`src/rtl/riscv_lsu_if.sv`:
```
// Core-side request/response and memory-side bus of the load/store unit.
// slave = the LSU itself; master = its surroundings (core plus data memory).
interface riscv_lsu_if #(
  parameter int XLEN = 32
);
  logic              req_valid;
  logic              req_ready;
  logic              req_we;
  logic [2:0]        req_funct3;
  logic [XLEN-1:0]   req_addr;
  logic [XLEN-1:0]   req_wdata;
  logic              resp_valid;
  logic [XLEN-1:0]   resp_rdata;
  logic [1:0]        resp_err;
  logic              busy;
  logic              mem_req;
  logic              mem_we;
  logic [XLEN-1:0]   mem_addr;
  logic [XLEN/8-1:0] mem_be;
  logic [XLEN-1:0]   mem_wdata;
  logic              mem_ready;
  logic [XLEN-1:0]   mem_rdata;
  logic              mem_err;

  modport slave (
    input  req_valid, req_we, req_funct3, req_addr, req_wdata,
    input  mem_ready, mem_rdata, mem_err,
    output req_ready, resp_valid, resp_rdata, resp_err, busy,
    output mem_req, mem_we, mem_addr, mem_be, mem_wdata
  );

  modport master (
    output req_valid, req_we, req_funct3, req_addr, req_wdata,
    output mem_ready, mem_rdata, mem_err,
    input  req_ready, resp_valid, resp_rdata, resp_err, busy,
    input  mem_req, mem_we, mem_addr, mem_be, mem_wdata
  );
endinterface

```
`src/rtl/riscv_lsu.sv`:
```
// Load/store unit: valid/ready core requests to a wait-state data memory with
// byte enables, load extension, alignment check, bus-error and timeout reporting.
//
// state  | meaning
// IDLE   | ready for a request; busy follows req_valid
// MEM    | memory access outstanding, mem_* held until mem_ready or timeout
// RESP   | one-cycle response pulse, then back to IDLE
module riscv_lsu #(
  parameter int XLEN    = 32,
  parameter int TIMEOUT = 16
) (
  input  logic         clk,
  input  logic         reset,
  riscv_lsu_if.slave   bus
);
  localparam int NB   = XLEN / 8;
  localparam int OFFW = $clog2(NB);
  localparam int CW   = (TIMEOUT > 1) ? $clog2(TIMEOUT) : 1;
  localparam logic [CW-1:0] CNT_LAST = CW'((TIMEOUT > 0) ? TIMEOUT - 1 : 0);

  typedef enum logic [1:0] {S_IDLE, S_MEM, S_RESP} state_t;

  state_t            state_q, state_d;
  logic              we_q, we_d;
  logic [2:0]        funct3_q, funct3_d;
  logic [OFFW-1:0]   off_q, off_d;
  logic [CW-1:0]     cnt_q, cnt_d;
  logic              mem_we_q, mem_we_d;
  logic [XLEN-1:0]   mem_addr_q, mem_addr_d;
  logic [NB-1:0]     mem_be_q, mem_be_d;
  logic [XLEN-1:0]   mem_wdata_q, mem_wdata_d;
  logic [XLEN-1:0]   resp_rdata_q, resp_rdata_d;
  logic [1:0]        resp_err_q, resp_err_d;

  logic              req_bad;
  logic [NB-1:0]     be_mask;
  logic [XLEN-1:0]   wdata_rep;
  logic [XLEN-1:0]   ld_shift, ld_mask, ld_ext;
  logic              ld_sign;

  // Request legality and store lane formatting, evaluated on the raw request.
  always_comb begin
    req_bad = (bus.req_funct3 == 3'b111) ||
              (bus.req_we && bus.req_funct3[2]) ||
              ((XLEN == 32) && ((bus.req_funct3 == 3'b011) || (bus.req_funct3 == 3'b110)));
    be_mask   = NB'(8'h01);
    wdata_rep = {NB{bus.req_wdata[7:0]}};
    case (bus.req_funct3[1:0])
      2'd1: begin
        req_bad   = req_bad || bus.req_addr[0];
        be_mask   = NB'(8'h03);
        wdata_rep = {(NB/2){bus.req_wdata[15:0]}};
      end
      2'd2: begin
        req_bad   = req_bad || (|bus.req_addr[1:0]);
        be_mask   = NB'(8'h0F);
        wdata_rep = {(NB/4){bus.req_wdata[31:0]}};
      end
      2'd3: begin
        req_bad   = req_bad || (|bus.req_addr[2:0]);
        be_mask   = NB'(8'hFF);
        wdata_rep = bus.req_wdata;
      end
      default: ;
    endcase
  end

  // Load lane extraction and sign/zero extension.
  always_comb begin
    ld_shift = bus.mem_rdata >> {off_q, 3'b000};
    ld_mask  = '1;
    ld_sign  = ld_shift[XLEN-1];
    case (funct3_q[1:0])
      2'd0: begin ld_mask = XLEN'(8'hFF);         ld_sign = ld_shift[7];  end
      2'd1: begin ld_mask = XLEN'(16'hFFFF);      ld_sign = ld_shift[15]; end
      2'd2: begin ld_mask = XLEN'(32'hFFFF_FFFF); ld_sign = ld_shift[31]; end
      default: ;
    endcase
    ld_ext = ld_shift & ld_mask;
    if (!funct3_q[2] && ld_sign) ld_ext = ld_ext | ~ld_mask;
  end

  always_comb begin
    state_d      = state_q;
    we_d         = we_q;
    funct3_d     = funct3_q;
    off_d        = off_q;
    cnt_d        = cnt_q;
    mem_we_d     = mem_we_q;
    mem_addr_d   = mem_addr_q;
    mem_be_d     = mem_be_q;
    mem_wdata_d  = mem_wdata_q;
    resp_rdata_d = resp_rdata_q;
    resp_err_d   = resp_err_q;
    case (state_q)
      S_IDLE: begin
        if (bus.req_valid) begin
          we_d     = bus.req_we;
          funct3_d = bus.req_funct3;
          off_d    = bus.req_addr[OFFW-1:0];
          if (req_bad) begin
            state_d      = S_RESP;
            resp_err_d   = 2'b01;
            resp_rdata_d = '0;
          end else begin
            state_d     = S_MEM;
            mem_we_d    = bus.req_we;
            mem_addr_d  = {bus.req_addr[XLEN-1:OFFW], {OFFW{1'b0}}};
            mem_be_d    = be_mask << bus.req_addr[OFFW-1:0];
            mem_wdata_d = wdata_rep;
          end
        end
      end
      S_MEM: begin
        if (bus.mem_ready) begin
          state_d      = S_RESP;
          cnt_d        = '0;
          resp_err_d   = bus.mem_err ? 2'b10 : 2'b00;
          resp_rdata_d = (we_q || bus.mem_err) ? '0 : ld_ext;
        end else if ((TIMEOUT > 0) && (cnt_q == CNT_LAST)) begin
          state_d      = S_RESP;
          cnt_d        = '0;
          resp_err_d   = 2'b11;
          resp_rdata_d = '0;
        end else begin
          cnt_d = cnt_q + 1'b1;
        end
      end
      S_RESP:  state_d = S_IDLE;
      default: state_d = S_IDLE;
    endcase
  end

  always_ff @(posedge clk) begin
    if (reset) begin
      state_q      <= S_IDLE;
      we_q         <= 1'b0;
      funct3_q     <= '0;
      off_q        <= '0;
      cnt_q        <= '0;
      mem_we_q     <= 1'b0;
      mem_addr_q   <= '0;
      mem_be_q     <= '0;
      mem_wdata_q  <= '0;
      resp_rdata_q <= '0;
      resp_err_q   <= '0;
    end else begin
      state_q      <= state_d;
      we_q         <= we_d;
      funct3_q     <= funct3_d;
      off_q        <= off_d;
      cnt_q        <= cnt_d;
      mem_we_q     <= mem_we_d;
      mem_addr_q   <= mem_addr_d;
      mem_be_q     <= mem_be_d;
      mem_wdata_q  <= mem_wdata_d;
      resp_rdata_q <= resp_rdata_d;
      resp_err_q   <= resp_err_d;
    end
  end

  assign bus.req_ready  = (state_q == S_IDLE);
  assign bus.busy       = (state_q != S_IDLE) || bus.req_valid;
  assign bus.resp_valid = (state_q == S_RESP);
  assign bus.resp_rdata = resp_rdata_q;
  assign bus.resp_err   = resp_err_q;
  assign bus.mem_req    = (state_q == S_MEM);
  assign bus.mem_we     = mem_we_q;
  assign bus.mem_addr   = mem_addr_q;
  assign bus.mem_be     = mem_be_q;
  assign bus.mem_wdata  = mem_wdata_q;
endmodule

```
`src/flat_wrapper.sv`:
```
// flat-port wrapper written by rule: the top's interface ports become plain ports
module riscv_lsu_flat 
#(
  parameter int XLEN    = 32,
  parameter int TIMEOUT = 16
)
  (clk, reset, bus_req_valid, bus_req_we, bus_req_funct3, bus_req_addr, bus_req_wdata, bus_mem_ready, bus_mem_rdata, bus_mem_err, bus_req_ready, bus_resp_valid, bus_resp_rdata, bus_resp_err, bus_busy, bus_mem_req, bus_mem_we, bus_mem_addr, bus_mem_be, bus_mem_wdata);
  riscv_lsu_if #(.XLEN(XLEN)) bus_i ();
  input  logic clk;
  input  logic reset;
  input wire logic [$bits(bus_i.req_valid)-1:0] bus_req_valid;
  input wire logic [$bits(bus_i.req_we)-1:0] bus_req_we;
  input wire logic [$bits(bus_i.req_funct3)-1:0] bus_req_funct3;
  input wire logic [$bits(bus_i.req_addr)-1:0] bus_req_addr;
  input wire logic [$bits(bus_i.req_wdata)-1:0] bus_req_wdata;
  input wire logic [$bits(bus_i.mem_ready)-1:0] bus_mem_ready;
  input wire logic [$bits(bus_i.mem_rdata)-1:0] bus_mem_rdata;
  input wire logic [$bits(bus_i.mem_err)-1:0] bus_mem_err;
  output wire logic [$bits(bus_i.req_ready)-1:0] bus_req_ready;
  output wire logic [$bits(bus_i.resp_valid)-1:0] bus_resp_valid;
  output wire logic [$bits(bus_i.resp_rdata)-1:0] bus_resp_rdata;
  output wire logic [$bits(bus_i.resp_err)-1:0] bus_resp_err;
  output wire logic [$bits(bus_i.busy)-1:0] bus_busy;
  output wire logic [$bits(bus_i.mem_req)-1:0] bus_mem_req;
  output wire logic [$bits(bus_i.mem_we)-1:0] bus_mem_we;
  output wire logic [$bits(bus_i.mem_addr)-1:0] bus_mem_addr;
  output wire logic [$bits(bus_i.mem_be)-1:0] bus_mem_be;
  output wire logic [$bits(bus_i.mem_wdata)-1:0] bus_mem_wdata;
  assign bus_i.req_valid = bus_req_valid;
  assign bus_i.req_we = bus_req_we;
  assign bus_i.req_funct3 = bus_req_funct3;
  assign bus_i.req_addr = bus_req_addr;
  assign bus_i.req_wdata = bus_req_wdata;
  assign bus_i.mem_ready = bus_mem_ready;
  assign bus_i.mem_rdata = bus_mem_rdata;
  assign bus_i.mem_err = bus_mem_err;
  assign bus_req_ready = bus_i.req_ready;
  assign bus_resp_valid = bus_i.resp_valid;
  assign bus_resp_rdata = bus_i.resp_rdata;
  assign bus_resp_err = bus_i.resp_err;
  assign bus_busy = bus_i.busy;
  assign bus_mem_req = bus_i.mem_req;
  assign bus_mem_we = bus_i.mem_we;
  assign bus_mem_addr = bus_i.mem_addr;
  assign bus_mem_be = bus_i.mem_be;
  assign bus_mem_wdata = bus_i.mem_wdata;
  riscv_lsu #(.XLEN(XLEN), .TIMEOUT(TIMEOUT)) u_core (.clk(clk), .reset(reset), .bus(bus_i));
endmodule
```
`config.mk`:
```
export PLATFORM = sky130hd
export DESIGN_NAME = riscv_lsu_flat
export DESIGN_NICKNAME = d
export VERILOG_FILES = /design/src/rtl/riscv_lsu_if.sv /design/src/rtl/riscv_lsu.sv /design/src/flat_wrapper.sv
export SDC_FILE = /design/constraint.sdc
export NUM_CORES = 1
export LEC_CHECK = 0
export CAP_MARGIN = 10
export CORE_MARGIN = 4
export CORE_UTILIZATION = 35
export DETAILED_ROUTE_END_ITERATION = 8
export DONT_BUFFER_PORTS = 1
export GPL_TIMING_DRIVEN = 0
export SLEW_MARGIN = 15
export SYNTH_ARGS = -nofsm -noshare
export SYNTH_HDL_FRONTEND = slang
export SYNTH_SLANG_ARGS = --single-unit
```
`constraint.sdc`:
```
create_clock -name clk -period 4.2 [get_ports clk]
set_input_delay 0.42 -clock clk [delete_from_list [all_inputs] [get_ports clk]]
set_output_delay 0.42 -clock clk [all_outputs]
set_load 0.03 [all_outputs]
```
Yosys cells after proc, flatten, opt, wreduce, memory -nomap -nowiden
Cells that the tools add are included.
W data, S select, Z words.

cells by class
  shift operators = 2
  muxes and demuxes = 25
  add/sub/neg operators = 1
  bitwise operators = 4
  reduce and logical (&&, ||, !) cells = 22
  eq/ne operators = 13

operators by type and width
  cell                   count
  $mux W32               6
  $pmux W32 S2           3
  $and A32 B32 Y32       1
  $not A32 Y32           1
  $or A32 B32 Y32        1
  $shr A32 B5 Y32        1
  $mux W2                9
  $logic_or A1 B1 Y1     8
  $mux W4                2
  $pmux W2 S2            2
  $pmux W4 S2            1
  $eq A2 B1 Y1 const B   3
  $eq A2 B2 Y1 const B   3
  $eq A3 B3 Y1 const B   2
  $add A4 B1 Y4 const B  1
  $eq A4 B4 Y1 const B   1
  $logic_not A2 Y1       2
  $reduce_and A2 Y1      2
  $reduce_and A4 Y1      1
  $reduce_bool A2 Y1     2
  $reduce_or A2 Y1       2
  $shl A4 B2 Y4          1
  $eq A3 B2 Y1 const B   1
  $ne A3 B2 Y1 const B   1
  other kinds (9)        10

word-level totals
  input port bits = 105
  output and inout bits = 107
  word-level logic and storage cells = 78
  bits in registers = 113

Depth between registers and ports, before layout
Gate-level depths: netlist (run 1).

  word-level depth = 8
  mapped depth = 8
  gate-level depth less buffers = 5

Worst setup path after synthesis (run 1)
OpenSTA, ideal clock, no wires.

  kind = input to register
  start point = in bus_req_addr[0]
  end point = reg u_core.resp_rdata_q[27] (netlist: u_core.bus.resp_rdata[27])
  setup time = 122 ps
  buffers on the path = 2
  arrival time = 1,638 ps
  stages = 6
  setup slack = 2,441 ps
  required time = 4,078 ps
  path through = clkbuf_1 -> a221oi_2 -> o21bai_1 -> a21oi_1 -> buf_2 -> a221o_1

between the ends
  cells in the longest elaborated chain, start to end = 5
  elaborated cells between the ends (all ways) = 8
  those cells by class = 1 x eq/ne; 1 x mux; 6 x reduce/logical

ends and longest elaborated chain
  element                                               line                              RTL
  start: declaration                                    flat_wrapper.sv:14                input wire logic [$bits(bus_i.req_addr)-1:0] bus_req_addr;
  $reduce_or A3 Y1 or $reduce_or A2 Y1 (tied branches)  riscv_lsu.sv:60, riscv_lsu.sv:55
  $logic_or A1 B1 Y1, on equally long branches          riscv_lsu.sv:60, riscv_lsu.sv:55
  $pmux W1 S3 *                                         riscv_lsu.sv:48                   case (bus.req_funct3[1:0])
  $ne A2 B1 Y1 (no line) *                              -
  $reduce_and A4 Y1 (no line) *                         -
  end signal: assignment                                riscv_lsu.sv:157                  resp_rdata_q <= resp_rdata_d;
  end: declaration                                      riscv_lsu.sv:32                   logic [XLEN-1:0] resp_rdata_q, resp_rdata_d;

Every way passes the cells marked *; elsewhere a longest branch is shown, timed or not.
A chain may end at the register's enable or synchronous reset.

Worst setup path in the final report (run 1)
  start point = reg u_core.cnt_q[1]
  end point = reg u_core.resp_rdata_q[31] (netlist: u_core.bus.resp_rdata[31])

between the ends
  cells in the longest elaborated chain, start to end = 3

ends and longest elaborated chain
  element                      line              RTL
  start: declaration           riscv_lsu.sv:27   logic [CW-1:0] cnt_q, cnt_d;
  start signal: assignment     riscv_lsu.sv:152  cnt_q <= cnt_d;
  $eq A4 B4 Y1                 riscv_lsu.sv:120  end else if ((TIMEOUT > 0) && (cnt_q == CNT_LAST)) begin
  $ne A3 B2 Y1 (no line)       -
  $reduce_and A4 Y1 (no line)  -

No other way between the ends.

==> reports/metrics.yaml, run 1 <==
critical_path:
  cp_data_required_time_ns: 4.49
  setup.worst_path.end_class: "flip-flop"
  slowest_stage: "a31oi_1"
  path_class: "flip-flop to flip-flop"
  startpoint: "u_core.cnt_q[1]"
  endpoint: "u_core.bus.resp_rdata[31]"
  arrival_ns: 2.44
  critical_path.cell_chain: "ha_1, nand3_1, a31oi_1, a21oi_1, buf_2, a221o_1"
  startpoint_type: "flip-flop"
  reg2reg_depth: 6
  r2r_end: "u_core.bus.resp_rdata[31]"
  slowest_delay_ns: 0.42
  critical_path_depth: 6
  r2r_start: "u_core.cnt_q[1]"
  critical_path_buf_inv_count: 1
  path_max_fanout: 10
  r2r_slack_ns: 2.05
  cpLargestDelayFamily: "compound AO/OA/AOI/OAI gates"
logic_synthesis:
  synthArstFlopShare_pct: 0
  synth.ff_latch_count: 113
  synthMuxAreaShare_pct: 9.974
  synth.avg_cell_area_um2: 8.836
  yosys_warnings: 0
  yosysTopAreaCell: "dfxtp_1"
  synthSimpleGateAreaFrac_pct: 15.30
  syn_area_um2: 4842
  seq_area_frac_synth_pct: 46.72
  synth_edf_count: 0
  synth_cell_types: 47
  synth_fa_ha_area_share_pct: 0.2584
  netlist_top_cells_area: "dfxtp_1 (47%), nand2_1 (8.4%), mux2i_1 (7.6%)"
  synth_compound_area_share_pct: 22.76
  netlist.area_leader.share_pct: 46.72
  syn_inst: 548
  synth_xor_area_share_pct: 0
  synth_ff_type: "dfxtp_1"
  synth_top_family_by_area: "compound AO/OA/AOI/OAI gates"
cts:
  cts_tree: "yes"
  clkSinkCount: 113
  cts_resized: 0
  ctsLongestPathBuffers: 2
  cts_setup_buffers: 0
  clkTransAtPathRegs_ns: 0.05
  numCtsBuffers: 17
  cts_hold_buf: 0
  h-tree-depth: 4
  clock-root-buffer: "clkbuf_16"
  worst_skew_pair.late_latency_ns: 0.41
timing:
  skew_ns: 0.007518
  setup_tns_ns: 0
  rsz0062_at_grt: "no"
  max_slew_margin_pct: 50.35
  fin_crit_sh_pct: 51.21
  slew_violations: 0
  fin_ws_ns: 2.049
  setup_viol: 0
  fmax_mhz: 465.0
  worst_slew_pin_slew_ns: 0.7421
  final_hold_viol_count: 0
  min_period_ns: 2.151
power_and_ir_drop:
  comb_power_share_pct: 8.9
  p_int_uw: 2153
  finalPower_uw: 2915
  peakVddDrop_uv: 225.2
  swShare_pct: 26.13
  p_leak_uw: 0.002050
  power_switching_uw: 761.6
  clockPowerShare_pct: 49.1
  seqPwrFrac_pct: 42.1
  p_per_area_nw_per_um2: 515.5
detailed_routing:
  viasPerCell: 5.575
  drc: 0
  vias: 4220
  drtIter0Drc: 224
  wl_per_cell_um: 20.06
  wl_met3_um: 1743
  drt-met1-wl_um: 5717
  dr_wl_met2_um: 7466
  drtPass1Iterations: 5
  drt-total-wl_um: 15190
  drtAntennaViolNets: 0
  top_layer_used: "met4"
global_route:
  overflow: 0
  grt_max_degree: 17
  grt_pass1_vias: 4264
  grt_pass1_wl_um: 23470
  antenna_found_initial: 0
  grt_use_total_pct: 18.62
finish:
  nFillCells: 1330
  drive_gt1_share_pct: 12.05
  syn_to_final_growth_pct: 16.77
  fin_nets: 674
  multiInputGateArea_um2: 2346
  num_antenna_cells: 0
  seq_area_um2: 2262
job:
  maxCapViolCount: 0
die:
  rows: 42
  dieArea_um2: 15780
  core-area_um2: 13400
  ioPinCount: 212
  die_w_um: 125.6
  die_height_um: 125.6
  initial_core_util_pct: 36.13
min_path:
  hold_path.class: "primary input to flip-flop"
  min_from: "bus_mem_ready"
placement:
  io_buffers: 0
  hpwl_um: 11670
  pre_cts_ws_ns: 1.826
  globalplace.congestion: 0.8264
outcome:
  outcome: "finished, final reports clean"
[worst min-delay path by stage]
| stage | end | slack (ns) | cells past startpoint |
|---|---|---|---|
| 2_1_floorplan | u_core.we_q | 0.46 | 2 |
| 3_3_place_gp | u_core.we_q | 0.49 | 2 |
| 3_5_place_dp | u_core.we_q | 0.50 | 2 |
| 4_1_cts | u_core.bus.resp_err[0] | 0.09 | 1 |
| 5_1_grt | u_core.bus.resp_err[0] | 0.09 | 1 |
| 6_report | u_core.bus.resp_err[0] | 0.11 | 1 |
[logic make-up (layout without fill, tap and decap cells)]
| logic type | Yosys count | after routing |
|---|---|---|
| AO/OA/AOI/OAI | 163 | 163 |
| adder cells (fa/ha/maj) | 1 | 1 |
| buffers and inverters | 50 | 82 |
| flip-flops | 113 | 113 |
| multiplexers | 46 | 46 |
| other | 1 | 2 |
| AND/OR/NAND/NOR | 174 | 174 |
[power groups by stage]
stage / logic (µW) / clock network, µW / registers, µW
floorplan: 205 / 0 / 1230
global placement: 250 / 0 / 1250
detailed placement: 258 / 0 / 1250
CTS: 259 / 1450 / 1230
global route: 289 / 1510 / 1230
finish: 259 / 1430 / 1230
[synth_stat cells, drive strengths merged, types with 2 or more instances]
| cell | n |
|---|---|
| nor4 | 2 |
| a22o | 9 |
| a31oi | 2 |
| o211ai | 8 |
| a221o | 16 |
| dfxtp | 113 |
| nand3 | 3 |
| a21oi | 72 |
| buf | 25 |
| a2111oi | 2 |
| nor2b | 5 |
| nand2b | 6 |
| or3 | 3 |
| o21ai | 22 |
| nor3 | 2 |
| nor3b | 2 |
| nor2 | 39 |
| inv | 3 |
| clkbuf | 21 |
| nand2 | 109 |
| mux2 | 8 |
| o2bb2ai | 7 |
| mux2i | 37 |
| a311oi | 9 |
| a211oi | 10 |
[cell usage in the layout (no fill, tap or decap), types with 9 or more instances in the layout]
cell and count:
a21oi_1 71, a22o_1 9, a311oi_1 9, a221o_1 16, nor2_1 38, buf_2 19, o21ai_0 21, clkbuf_1 24
nand2_1 109, clkbuf_16 17, mux2i_1 37, dfxtp_1 113, a211oi_1 10
[per-layer routing]
| layer | vias to the layer above | GRT usage [%] |
|---|---|---|
| li1 | 1987 | - |
| met1 | 1998 | 20.46 |
| met2 | 213 | 31.12 |
| met3 | 22 | 9.229 |
| met4 | 0 | 6.824 |
| met5 | - | 0 |
[state kept, by name, summed over array words and instances, names as in the netlist, 3 cells and up]
register and flops:
u_core.funct3_q 3, u_core.bus.mem_be 4, u_core.bus.mem_wdata 32, u_core.bus.mem_addr 30, u_core.bus.resp_rdata 32, u_core.cnt_q 4
[metrics by stage]
stage / hold slack [ns] / area [µm²] / cells / util, %
3_5_place_dp: 0.5046 / 5066 / 725 / 37.81
2_1_floorplan: 0.4614 / 4846 / 549 / -
3_3_place_gp: 0.4888 / 5066 / 725 / 37.81
4_1_cts: 0.09411 / 5654 / 757 / 42.19
6_report: 0.1089 / 5654 / 757 / 42.19
5_1_grt: 0.09292 / 5654 / 757 / 42.19
[final cells by class]
type,count,area share [%]
plain buffers,46,3.939
well taps,176,3.895
clock buffers,21,7.966
clock inverters,11,2.434
multi-input cells,386,41.49
flip-flops and latches,113,40.01
inverters,4,0.2655
(Power assumes the default switching activity.)
==> run 2: changes to the inputs <==
==> constraint.sdc (replaced) <==
create_clock -name clk -period 2 [get_ports clk]
set_input_delay 0.2 -clock clk [delete_from_list [all_inputs] [get_ports clk]]
set_output_delay 0.2 -clock clk [all_outputs]
set_load 0.03 [all_outputs]
==> run 2 against run 1 <==
  * Final cell count grew 8.2%
  * Power grew 110%
  * Highest routed layer unchanged
  * Hold slack got worse by 0.086 ns
  * Via count up 7.1%
  * First-iteration DRC count increased by 21%
  * Clock skew about the same
  * Sequential power increased by 110%
  * Global-route usage rose by 1.3 points
  * Largest cell class unchanged
==> reports/metrics.yaml, run 2 (synthesis gave the netlist of run 1 again) <==
detailed_routing:
  wl_per_cell_um: 19.78  # -1.4%
  drtIter0Drc: 270  # +21%
  dr_wl_met2_um: 7903  # +5.9%
  drc: 0  # unchanged
  vias: 4521  # +7.1%
  wl_met3_um: 1643  # -5.7%
  drt-total-wl_um: 16200  # +6.7%
  drt-met1-wl_um: 6134  # +7.3%
  drtAntennaViolNets: 0  # unchanged
  viasPerCell: 5.520  # -0.98%
  drtPass1Iterations: 5  # unchanged
  top_layer_used: "met4"
finish:
  layout.cells.most_common: "dfxtp_1"
  drive_gt1_share_pct: 12.13  # +0.082 points
  layout_common_cells: "dfxtp_1 (113), nand2_1 (109), a21oi_1 (70)"
  syn_to_final_growth_pct: 30.41
  fin_area_um2: 6315  # +12%
  fin_nets: 736  # +9.2%
  num_antenna_cells: 0  # unchanged
critical_path:
  path_class: "flip-flop to flip-flop"
  arrival_ns: 2.26  # -0.18 ns
  setup.worst_path.end_class: "flip-flop"
  critical_path.cell_chain: "nand2b_4, or4_4, buf_2, a21oi_4, a22o_1"
  path_max_fanout: 10  # unchanged
  critical_path_buf_inv_count: 1  # unchanged
  slowest_delay_ns: 0.54  # +0.12 ns
  cp_data_required_time_ns: 2.35  # -2.14 ns
  startpoint_type: "flip-flop"
  cpLargestDelayFamily: "simple AND/OR/NAND/NOR gates"
  slowest_stage: "or4_4"
placement:
  postPlaceCellArea_um2: 5066  # unchanged
  io_buffers: 0  # unchanged
  hpwl_um: 11670  # unchanged
  globalplace.congestion: 0.8264  # unchanged
power_and_ir_drop:
  p_leak_uw: 0.002324  # +13%
  peakVddDrop_uv: 472.9  # +110%
  power_switching_uw: 1637  # +110%
  clockPowerShare_pct: 48.1  # -1.0 points
  swShare_pct: 26.21  # +0.079 points
  comb_power_share_pct: 10.6  # +1.7 points
  p_int_uw: 4607  # +110%
  seqPwrFrac_pct: 41.3  # -0.8 points
  p_per_area_nw_per_um2: 988.8  # +92%
cts:
  h-tree-depth: 4  # unchanged
  clock-root-buffer: "clkbuf_16"
  cts_tree: "yes"
  numCtsBuffers: 17  # unchanged
  clkTransAtPathRegs_ns: 0.05  # about the same
  clkSinkCount: 113  # unchanged
  ctsLongestPathBuffers: 2  # unchanged
  worst_skew_pair.late_latency_ns: 0.41  # about the same
global_route:
  grt_pass1_wl_um: 25270  # +7.7%
  overflow: 0  # unchanged
  grt_max_degree: 17  # unchanged
  grt_pass1_vias: 4670  # +9.5%
  antenna_found_initial: 0  # unchanged
  grt_use_total_pct: 19.91  # +1.3 points
die:
  rows: 42  # unchanged
  dieArea_um2: 15780  # unchanged
  die_w_um: 125.6  # unchanged
  die_height_um: 125.6  # unchanged
  ioPinCount: 212  # unchanged
  core-area_um2: 13400  # unchanged
  initial_core_util_pct: 36.13  # unchanged
job:
  maxCapViolCount: 0  # unchanged
timing:
  max_slew_margin_pct: 51.74  # +1.4 points
  slew_violations: 0  # unchanged
  holdWs_ns: 0.02288  # -0.08603 ns
  skew_ns: 0.007503  # -0.00001554 ns
  fmax_mhz: 521.9  # +12%
  setup_viol: 0  # unchanged
  final_hold_viol_count: 0  # unchanged
  fin_crit_sh_pct: 95.81  # +45 points
  min_period_ns: 1.916  # -0.2344 ns
  worst_slew_pin_slew_ns: 0.7212  # -0.02086 ns
outcome:
  outcome: "finished, final reports clean"
min_path:
  hold_path.class: "primary input to flip-flop"
## run 2: cell types whose count changed in the layout (fill, tap and decap cells not counted), sizes merged
cell,before,now
dlygate4sd3,0,60
clkbuf,42,45
buf,25,24
## run 2: repair_timing
| item | in CTS | in global routing |
|---|---|---|
| gates resized for setup | 2 | 15 |
| hold buffers | 60 | 0 |
| setup endpoints to repair | 14 | 73 |
| hold endpoints to repair | 66 | 0 |
| pin swaps | 1 | 2 |
| buffers inserted | 2 | 0 |
## run 2: worst paths after layout
path,startpoint,to,slack [ns],depth (start not counted)
worst max-delay path,u_core.state_q[1],u_core.bus.resp_rdata[9],0.08,5
worst min-delay path,bus_req_wdata[29],u_core.bus.mem_wdata[29],0.02,2
worst max register to register,u_core.state_q[1],u_core.bus.resp_rdata[9],0.08,5
worst min register to register,u_core.we_q,u_core.we_q,0.52,2
## run 2: routing by layer
layer | vias up | GRT usage (%)
met5 | - | 0
met4 | 0 | 8.929
met3 | 42 | 8.510
met2 | 231 | 32.91
met1 | 2134 | 22.35
li1 | 2114 | -
## run 2: layout make-up
class | instances | area, µm²
Fill cell | 1262 | 7086
Multi-Input combinational cell | 386 | 2375
Sequential cell | 113 | 2262
Timing Repair Buffer | 62 | 615.6
Clock buffer | 21 | 450.4
Buffer | 46 | 239.0
Tap cell | 176 | 220.2
Clock inverter | 11 | 137.6
Inverter | 4 | 15.01
## run 2: power groups by stage
stage	Sequential [µW]	Combinational [µW]	Clock, µW
floorplan	2590	430	0
global placement	2620	526	0
detailed placement	2620	542	0
CTS	2580	648	3040
global route	2580	735	3160
finish	2580	663	3000
## run 2: metrics by stage
stage | TNS (ns) | instances | worst slack (ns) | util [%] | total power [µW]
after floorplan | 0 | 549 | 0.2684 | - | 3023
after detailed placement | -4.348 | 725 | -0.1545 | 37.81 | 3165
after CTS | -0.01311 | 819 | -0.009428 | 46.84 | 6264
final | 0 | 819 | 0.08383 | 47.12 | 6244
after global placement | -3.302 | 725 | -0.1386 | 37.81 | 3147
after global routing | -0.005406 | 819 | -0.005406 | 47.12 | 6479
